==> src/rtl/batch_seq_pkg.sv <==
// Shared types and default parameters for the batch sequencer.
// Holds the FSM state encoding and the counter-width helper.
package batch_seq_pkg;

   localparam int unsigned DEF_IDX_W     = 10;
   localparam int unsigned DEF_PULSE_LEN = 3;
   localparam int unsigned DEF_TIMEOUT_W = 16;

   typedef enum logic [1:0] {
      StIdle,
      StPulse,
      StWait,
      StDone
   } seq_state_e;

   // One counter times both PULSE (up to 255) and WAIT, so it must fit either limit.
   function automatic int unsigned cnt_width(input int unsigned timeout_w);
      return (timeout_w > 8) ? timeout_w : 8;
   endfunction

endpackage

==> src/rtl/batch_sequencer_if.sv <==
// Control/status bundle between a batch requester and the batch sequencer.
// The sequencer connects to the slave modport; the requester side uses master.
interface batch_sequencer_if
   import batch_seq_pkg::*;
#(
   parameter int unsigned IDX_W     = DEF_IDX_W,
   parameter int unsigned TIMEOUT_W = DEF_TIMEOUT_W
) ();

   logic                 go;
   logic                 abort;
   logic [IDX_W-1:0]     first_idx;
   logic [IDX_W-1:0]     last_idx;
   logic [TIMEOUT_W-1:0] timeout_lim;
   logic                 job_finish;
   logic [IDX_W-1:0]     job_index;
   logic                 job_start;
   logic                 busy;
   logic                 done;
   logic                 timed_out;
   logic [IDX_W:0]       jobs_done;

   modport master (
      output go, abort, first_idx, last_idx, timeout_lim, job_finish,
      input  job_index, job_start, busy, done, timed_out, jobs_done
   );

   modport slave (
      input  go, abort, first_idx, last_idx, timeout_lim, job_finish,
      output job_index, job_start, busy, done, timed_out, jobs_done
   );

endinterface

==> src/rtl/seq_cycle_counter.sv <==
// Free-running cycle counter with synchronous clear and a compare against a limit.
// hit is high in the cycle whose count, once incremented, equals limit.
module seq_cycle_counter #(
   parameter int unsigned W = 16
) (
   input  logic         clk,
   input  logic         rst,
   input  logic         load,
   input  logic [W-1:0] limit,
   output logic         hit
);

   logic [W-1:0] count_q, count_d;
   logic [W:0]   count_inc;

   assign count_inc = {1'b0, count_q} + (W+1)'(1);
   assign hit       = (count_inc == {1'b0, limit});

   always_comb begin
      count_d = count_inc[W-1:0];
      if (load) begin
         count_d = '0;
      end
   end

   always_ff @(posedge clk or posedge rst) begin
      if (rst) begin
         count_q <= '0;
      end else begin
         count_q <= count_d;
      end
   end

endmodule

==> src/rtl/batch_sequencer.sv <==
// Runs job indices first..last through an external engine: strobe, wait for a
// rising finish edge, advance; supports abort and a per-job WAIT timeout.
module batch_sequencer
   import batch_seq_pkg::*;
#(
   parameter int unsigned IDX_W     = DEF_IDX_W,
   parameter int unsigned PULSE_LEN = DEF_PULSE_LEN,
   parameter int unsigned TIMEOUT_W = DEF_TIMEOUT_W
) (
   input logic              clk,
   input logic              rst,
   batch_sequencer_if.slave bus
);

   localparam int unsigned CNT_W = cnt_width(TIMEOUT_W);

   seq_state_e       state_q, state_d;
   logic [IDX_W-1:0] idx_q, idx_d;
   logic [IDX_W-1:0] last_q, last_d;
   logic [IDX_W:0]   jobs_q, jobs_d;
   logic             to_q, to_d;
   logic             pend_q, pend_d;
   logic             fin_q;
   logic             start_q, busy_q, done_q;
   logic             rise;
   logic             cnt_load, cnt_hit;
   logic [CNT_W-1:0] cnt_limit;

   // fin_q samples every cycle, so a level left high by the previous job never looks like an edge.
   assign rise      = bus.job_finish & ~fin_q;
   assign cnt_limit = (state_q == StPulse) ? CNT_W'(PULSE_LEN) : CNT_W'(bus.timeout_lim);
   assign cnt_load  = (state_d != state_q);

   seq_cycle_counter #(
      .W(CNT_W)
   ) u_cnt (
      .clk  (clk),
      .rst  (rst),
      .load (cnt_load),
      .limit(cnt_limit),
      .hit  (cnt_hit)
   );

   always_comb begin
      state_d = state_q;
      idx_d   = idx_q;
      last_d  = last_q;
      jobs_d  = jobs_q;
      to_d    = to_q;
      pend_d  = pend_q;
      unique case (state_q)
         StIdle: begin
            if (bus.go) begin
               jobs_d = '0;
               to_d   = 1'b0;
               if (bus.first_idx <= bus.last_idx) begin
                  idx_d   = bus.first_idx;
                  last_d  = bus.last_idx;
                  pend_d  = 1'b0;
                  state_d = StPulse;
               end else begin
                  state_d = StDone;
               end
            end
         end
         StPulse: begin
            if (rise) begin
               pend_d = 1'b1;
            end
            if (bus.abort) begin
               state_d = StDone;
            end else if (cnt_hit) begin
               state_d = StWait;
            end
         end
         StWait: begin
            if (bus.abort) begin
               state_d = StDone;
            end else if (pend_q || rise) begin
               jobs_d = jobs_q + (IDX_W+1)'(1);
               pend_d = 1'b0;
               // Compare before incrementing so last_idx at the top of the range cannot wrap.
               if (idx_q == last_q) begin
                  state_d = StDone;
               end else begin
                  idx_d   = idx_q + IDX_W'(1);
                  state_d = StPulse;
               end
            end else if ((bus.timeout_lim != '0) && cnt_hit) begin
               to_d    = 1'b1;
               state_d = StDone;
            end
         end
         StDone: begin
            state_d = StIdle;
         end
         default: begin
            state_d = StIdle;
         end
      endcase
   end

   always_ff @(posedge clk or posedge rst) begin
      if (rst) begin
         state_q <= StIdle;
         idx_q   <= '0;
         last_q  <= '0;
         jobs_q  <= '0;
         to_q    <= 1'b0;
         pend_q  <= 1'b0;
         fin_q   <= 1'b0;
         start_q <= 1'b0;
         busy_q  <= 1'b0;
         done_q  <= 1'b0;
      end else begin
         state_q <= state_d;
         idx_q   <= idx_d;
         last_q  <= last_d;
         jobs_q  <= jobs_d;
         to_q    <= to_d;
         pend_q  <= pend_d;
         fin_q   <= bus.job_finish;
         start_q <= (state_d == StPulse);
         busy_q  <= (state_d != StIdle);
         done_q  <= (state_d == StDone);
      end
   end

   assign bus.job_index = idx_q;
   assign bus.job_start = start_q;
   assign bus.busy      = busy_q;
   assign bus.done      = done_q;
   assign bus.timed_out = to_q;
   assign bus.jobs_done = jobs_q;

endmodule

==> src/flat_wrapper.sv <==
// flat-port wrapper written by rule: the top's interface ports become plain ports
module batch_sequencer_flat import batch_seq_pkg::*;
#(
   parameter int unsigned IDX_W     = DEF_IDX_W,
   parameter int unsigned PULSE_LEN = DEF_PULSE_LEN,
   parameter int unsigned TIMEOUT_W = DEF_TIMEOUT_W
)
  (clk, rst, bus_go, bus_abort, bus_first_idx, bus_last_idx, bus_timeout_lim, bus_job_finish, bus_job_index, bus_job_start, bus_busy, bus_done, bus_timed_out, bus_jobs_done);
  batch_sequencer_if #(.IDX_W(IDX_W), .TIMEOUT_W(TIMEOUT_W)) bus_i ();
  input logic clk;
  input logic rst;
  input wire logic [$bits(bus_i.go)-1:0] bus_go;
  input wire logic [$bits(bus_i.abort)-1:0] bus_abort;
  input wire logic [$bits(bus_i.first_idx)-1:0] bus_first_idx;
  input wire logic [$bits(bus_i.last_idx)-1:0] bus_last_idx;
  input wire logic [$bits(bus_i.timeout_lim)-1:0] bus_timeout_lim;
  input wire logic [$bits(bus_i.job_finish)-1:0] bus_job_finish;
  output wire logic [$bits(bus_i.job_index)-1:0] bus_job_index;
  output wire logic [$bits(bus_i.job_start)-1:0] bus_job_start;
  output wire logic [$bits(bus_i.busy)-1:0] bus_busy;
  output wire logic [$bits(bus_i.done)-1:0] bus_done;
  output wire logic [$bits(bus_i.timed_out)-1:0] bus_timed_out;
  output wire logic [$bits(bus_i.jobs_done)-1:0] bus_jobs_done;
  assign bus_i.go = bus_go;
  assign bus_i.abort = bus_abort;
  assign bus_i.first_idx = bus_first_idx;
  assign bus_i.last_idx = bus_last_idx;
  assign bus_i.timeout_lim = bus_timeout_lim;
  assign bus_i.job_finish = bus_job_finish;
  assign bus_job_index = bus_i.job_index;
  assign bus_job_start = bus_i.job_start;
  assign bus_busy = bus_i.busy;
  assign bus_done = bus_i.done;
  assign bus_timed_out = bus_i.timed_out;
  assign bus_jobs_done = bus_i.jobs_done;
  batch_sequencer #(.IDX_W(IDX_W), .PULSE_LEN(PULSE_LEN), .TIMEOUT_W(TIMEOUT_W)) u_core (.clk(clk), .rst(rst), .bus(bus_i));
endmodule
==> config.mk <==
export PLATFORM = sky130hd
export DESIGN_NAME = batch_sequencer_flat
export DESIGN_NICKNAME = d
export VERILOG_FILES = /design/src/rtl/batch_seq_pkg.sv /design/src/rtl/batch_sequencer_if.sv /design/src/rtl/seq_cycle_counter.sv /design/src/rtl/batch_sequencer.sv /design/src/flat_wrapper.sv
export SDC_FILE = /design/constraint.sdc
export NUM_CORES = 1
export LEC_CHECK = 0
export CAP_MARGIN = 20
export CORE_MARGIN = 8
export CORE_UTILIZATION = 35
export CTS_BUF_LIST = sky130_fd_sc_hd__clkbuf_16
export DETAILED_ROUTE_END_ITERATION = 8
export RECOVER_POWER = 50
export SYNTH_ARGS = -nofsm -noshare
export SYNTH_HDL_FRONTEND = slang
export SYNTH_SLANG_ARGS = --single-unit
==> constraint.sdc <==
create_clock -name clk -period 3.09 [get_ports clk]
set_input_delay 0.618 -clock clk [delete_from_list [all_inputs] [get_ports clk]]
set_output_delay 0.618 -clock clk [all_outputs]
set_load 0.02 [all_outputs]
==> impl_metrics.tcl <==
set metrics [dict create \
    run_status "finished clean" \
    final_core_utilization 0.452 \
    synth_top_cell_by_area "sky130_fd_sc_hd__dfrtp_1" \
    peakVddDrop_mv 0.280 \
    maximum_number_of_pins_on_one_net_before_global_route_repair 31 \
    cts-root-buf "sky130_fd_sc_hd__clkbuf_16" \
    critPathMaxFanout 8 \
    report.final.slew_viol_count 0 \
    globalplace.congestion 0.896 \
    insertion_delay_ns 0.29 \
    hpwl_um 9190 \
    synth_fp_nets 486 \
    finalWorstPathRequiredPeriod_ns 2.91 \
    netlist_instances 432 \
    hold_viol 0 \
    synth_edf_count 0 \
    main_area_contributors_after_synthesis "sky130_fd_sc_hd__dfrtp_1 (37%), sky130_fd_sc_hd__xnor2_1 (5.8%), sky130_fd_sc_hd__o21ai_0 (4.9%)" \
    numCtsBuffers 5 \
    yosysUniqueCellTypes 61 \
    chip_height_um 120 \
    postCtsHoldBufs 0 \
    die_area_sq_um 14300 \
    layout.nets 563 \
    synth.yosys.seq_area_share 0.366 \
    initial_utilization 0.353 \
    grt_pass1_wl_um 18500 \
    pwr_density_cell_nw_per_um2 710 \
    wl_per_instance_um 17.7 \
    power.share.switching 0.425 \
    placed_cells_incl_taps 642 \
    synth_warnings 0 \
    synthFlopType "sky130_fd_sc_hd__dfrtp_1" \
    crit_required_ns 3.25 \
    crit_chain "clkdlybuf4s50_1 -> a2111oi_1 -> a211oi_1 -> a2111o_1 -> nor4_2 -> nand4_2 -> a21oi_4 -> buf_4 -> nor3_1" \
    critical-path-slowest-cell "sky130_fd_sc_hd__clkdlybuf4s50_1" \
    post_cts_buffers 0 \
    core_area_sq_um 10700 \
    first_global_vias 3513 \
    nFillCells 1092 \
    antennaDiodeCount 0 \
    cellLeakagePower_nw 1.98 \
    htree_num_levels 2 \
    critPathMaxStageDelay_ns 0.46 \
    setup.reg_to_reg.worst_slack_ns 0.22 \
    route.final.wire_length_um 11500 \
    route.detailed.drc 0 \
    clock_sink_count 55 \
    finalNonFillerCells 649 \
    class_of_the_most_critical_hold_timing_path "register to register" \
    firstDrtPassIters 5 \
    timing.slew.headroom 0.335 \
    p_switching_w 0.00145 \
    max_freq_mhz 344 \
    avgSynthCellArea_sq_um 8.70 \
    via_per_inst 5.62 \
    skew_ns 0.00989 \
    maximum_clock_path_buffer_count 2 \
    ys_seq_elements 55 \
    final-setup-viol-count 0 \
    cts.reportedPaths.clkPinSlew_ns 0.07 \
    p_int_w 0.00197 \
    seq_power_share 0.335 \
    cell_with_the_most_instances_after_synthesis "sky130_fd_sc_hd__dfrtp_1" \
    grt_usage 0.157 \
    cts_tree "done" \
    vias 3647 \
    route.antenna.remaining_nets 0 \
    post-synth-top-area-fraction 0.366 \
    design.portCount 66 \
    max-cap-violations 0 \
    worstSetupStartpointType "input pin" \
    worstMarginPinSlew_ns 0.997 \
    flow.area_growth_from_synthesis_pct 28.2 \
    syn-cell-area_sq_um 3760 \
    comb_power_share 0.508 \
    final_layout_size_suffix_gt1_frac 0.0904 \
    worstSetupEndpointType "register" \
    grt_ovf 0 \
    class_of_the_most_critical_setup_path "input pin to register" \
    share_of_flip_flops_with_an_asynchronous_set_or_reset 1.00 \
    power.share.clock 0.157 \
    worstPathArrival_ns 3.07 \
    antenna_found_initial 0 \
    grt_setup_unrepaired "no" \
    die_width_um 120 \
    synth_commonest_cells "sky130_fd_sc_hd__dfrtp_1 (55), sky130_fd_sc_hd__o21ai_0 (37), sky130_fd_sc_hd__nand2_1 (33), sky130_fd_sc_hd__nor2_1 (27), sky130_fd_sc_hd__inv_1 (26)" \
    postCtsResizedCells 0 \
    port-buffer-count 65 \
    fin_crit_sh 0.942 \
    dr.first_iter.drc_count 268 \
    fin_tns_setup_ns 0 \
    rows 38 \
]
[flip-flops by register name, summed over array words and instances (netlist names)]
name / flops
u_core.bus.job_index: 10
u_core.fin_q: 1
u_core.state_q: 2
u_core.bus.job_start: 1
u_core.bus.jobs_done: 11
u_core.pend_q: 1
u_core.last_q: 10
u_core.bus.busy: 1
u_core.bus.timed_out: 1
u_core.u_cnt.count_q: 16
u_core.bus.done: 1
[final cells by class]
cell class	instances	area, sq um	share of cell area
sequential	55	1380	0.286
clock buffer	5	125	0.0260
clock inverter	2	8.76	0.00182
tap	140	175	0.0364
multi-input combinational	334	2220	0.461
timing repair buffer	87	813	0.169
inverter	26	97.6	0.0203
[power by group through the flow]
stage | registers, W | clock network [W] | logic (W)
6_report | 0.00115 | 0.000537 | 0.00174
3_5_place_dp | 0.00116 | 0 | 0.00173
5_1_grt | 0.00117 | 0.000586 | 0.00191
4_1_cts | 0.00115 | 0.000552 | 0.00174
2_1_floorplan | 0.00119 | 0 | 0.00100
3_3_place_gp | 0.00116 | 0 | 0.00171
[layer usage]
layer / wire length [um] / global-route usage
met5: 0 / 0
met4: 137 / 0.0390
met3: 588 / 0.0268
met2: 5310 / 0.247
met1: 5420 / 0.219
[worst max-delay path: cells and delay by family]
family,cells,cell delay [ns]
and+or+nand+nor,3,0.72
AOI/OAI and AO/OA,4,1.11
buffers and inverters,2,0.63
[layout by cell type (no fill, tap or decap), types with 5 or more instances in the layout]
cell,Yosys,layout
sky130_fd_sc_hd__or3_1,5,5
sky130_fd_sc_hd__nand3_1,19,19
sky130_fd_sc_hd__buf_4,0,21
sky130_fd_sc_hd__nand4_1,16,16
sky130_fd_sc_hd__inv_1,26,26
sky130_fd_sc_hd__dlygate4sd3_1,0,13
sky130_fd_sc_hd__xor2_1,12,12
sky130_fd_sc_hd__nor3_1,21,21
sky130_fd_sc_hd__clkdlybuf4s50_1,0,52
sky130_fd_sc_hd__dfrtp_1,55,55
sky130_fd_sc_hd__o211ai_1,5,5
sky130_fd_sc_hd__nor2b_1,7,7
sky130_fd_sc_hd__ha_1,13,13
sky130_fd_sc_hd__o21ai_0,37,37
sky130_fd_sc_hd__nor2_1,27,27
sky130_fd_sc_hd__a2bb2oi_1,7,7
sky130_fd_sc_hd__nor4_1,12,11
sky130_fd_sc_hd__xnor2_1,25,25
sky130_fd_sc_hd__nand2_1,33,33
sky130_fd_sc_hd__o22ai_1,9,9
sky130_fd_sc_hd__clkbuf_16,0,5
sky130_fd_sc_hd__a21oi_1,9,9
[path summary, 6_finish.rpt]
| path | startpoint | endpoint | cells past startpoint |
|---|---|---|---|
| max | bus_timeout_lim[4] | u_core.u_cnt.count_q[10] | 9 |
| min | u_core.bus.jobs_done[0] | u_core.bus.jobs_done[0] | 1 |
| max reg2reg | u_core.u_cnt.count_q[1] | u_core.u_cnt.count_q[10] | 10 |
| min reg2reg | u_core.bus.jobs_done[0] | u_core.bus.jobs_done[0] | 1 |
| max in group asynchronous | rst | u_core.bus.job_index[7] | 3 |
| min in group asynchronous | rst | u_core.u_cnt.count_q[15] | 2 |
[metrics by stage]
| stage | power, W | hold slack, ns | setup slack (ns) | instance area (sq um) |
|---|---|---|---|---|
| floorplan | 0.00219 | 0.496 | 0.196 | 3760 |
| global placement | 0.00287 | 0.509 | -0.0961 | 4680 |
| detailed placement | 0.00289 | 0.523 | -0.200 | 4680 |
| CTS | 0.00344 | 0.541 | 0.0918 | 4810 |
| global route | 0.00367 | 0.548 | 0.00426 | 4820 |
| finish | 0.00342 | 0.531 | 0.180 | 4820 |
[cells by family (layout without fill, tap and decap cells)]
logic type      after synthesis  in the layout  share of synthesized area
xor+xnor                     37             37                     0.0862
buf+inv                      43            120                     0.0473
fa+ha+maj                    13             13                     0.0433
mux                           5              5                     0.0140
flops                        55             55                      0.366
compound gates              111            111                      0.203
simple gates                168            168                      0.239
Note: power is estimated with default switching activity, not from simulation.
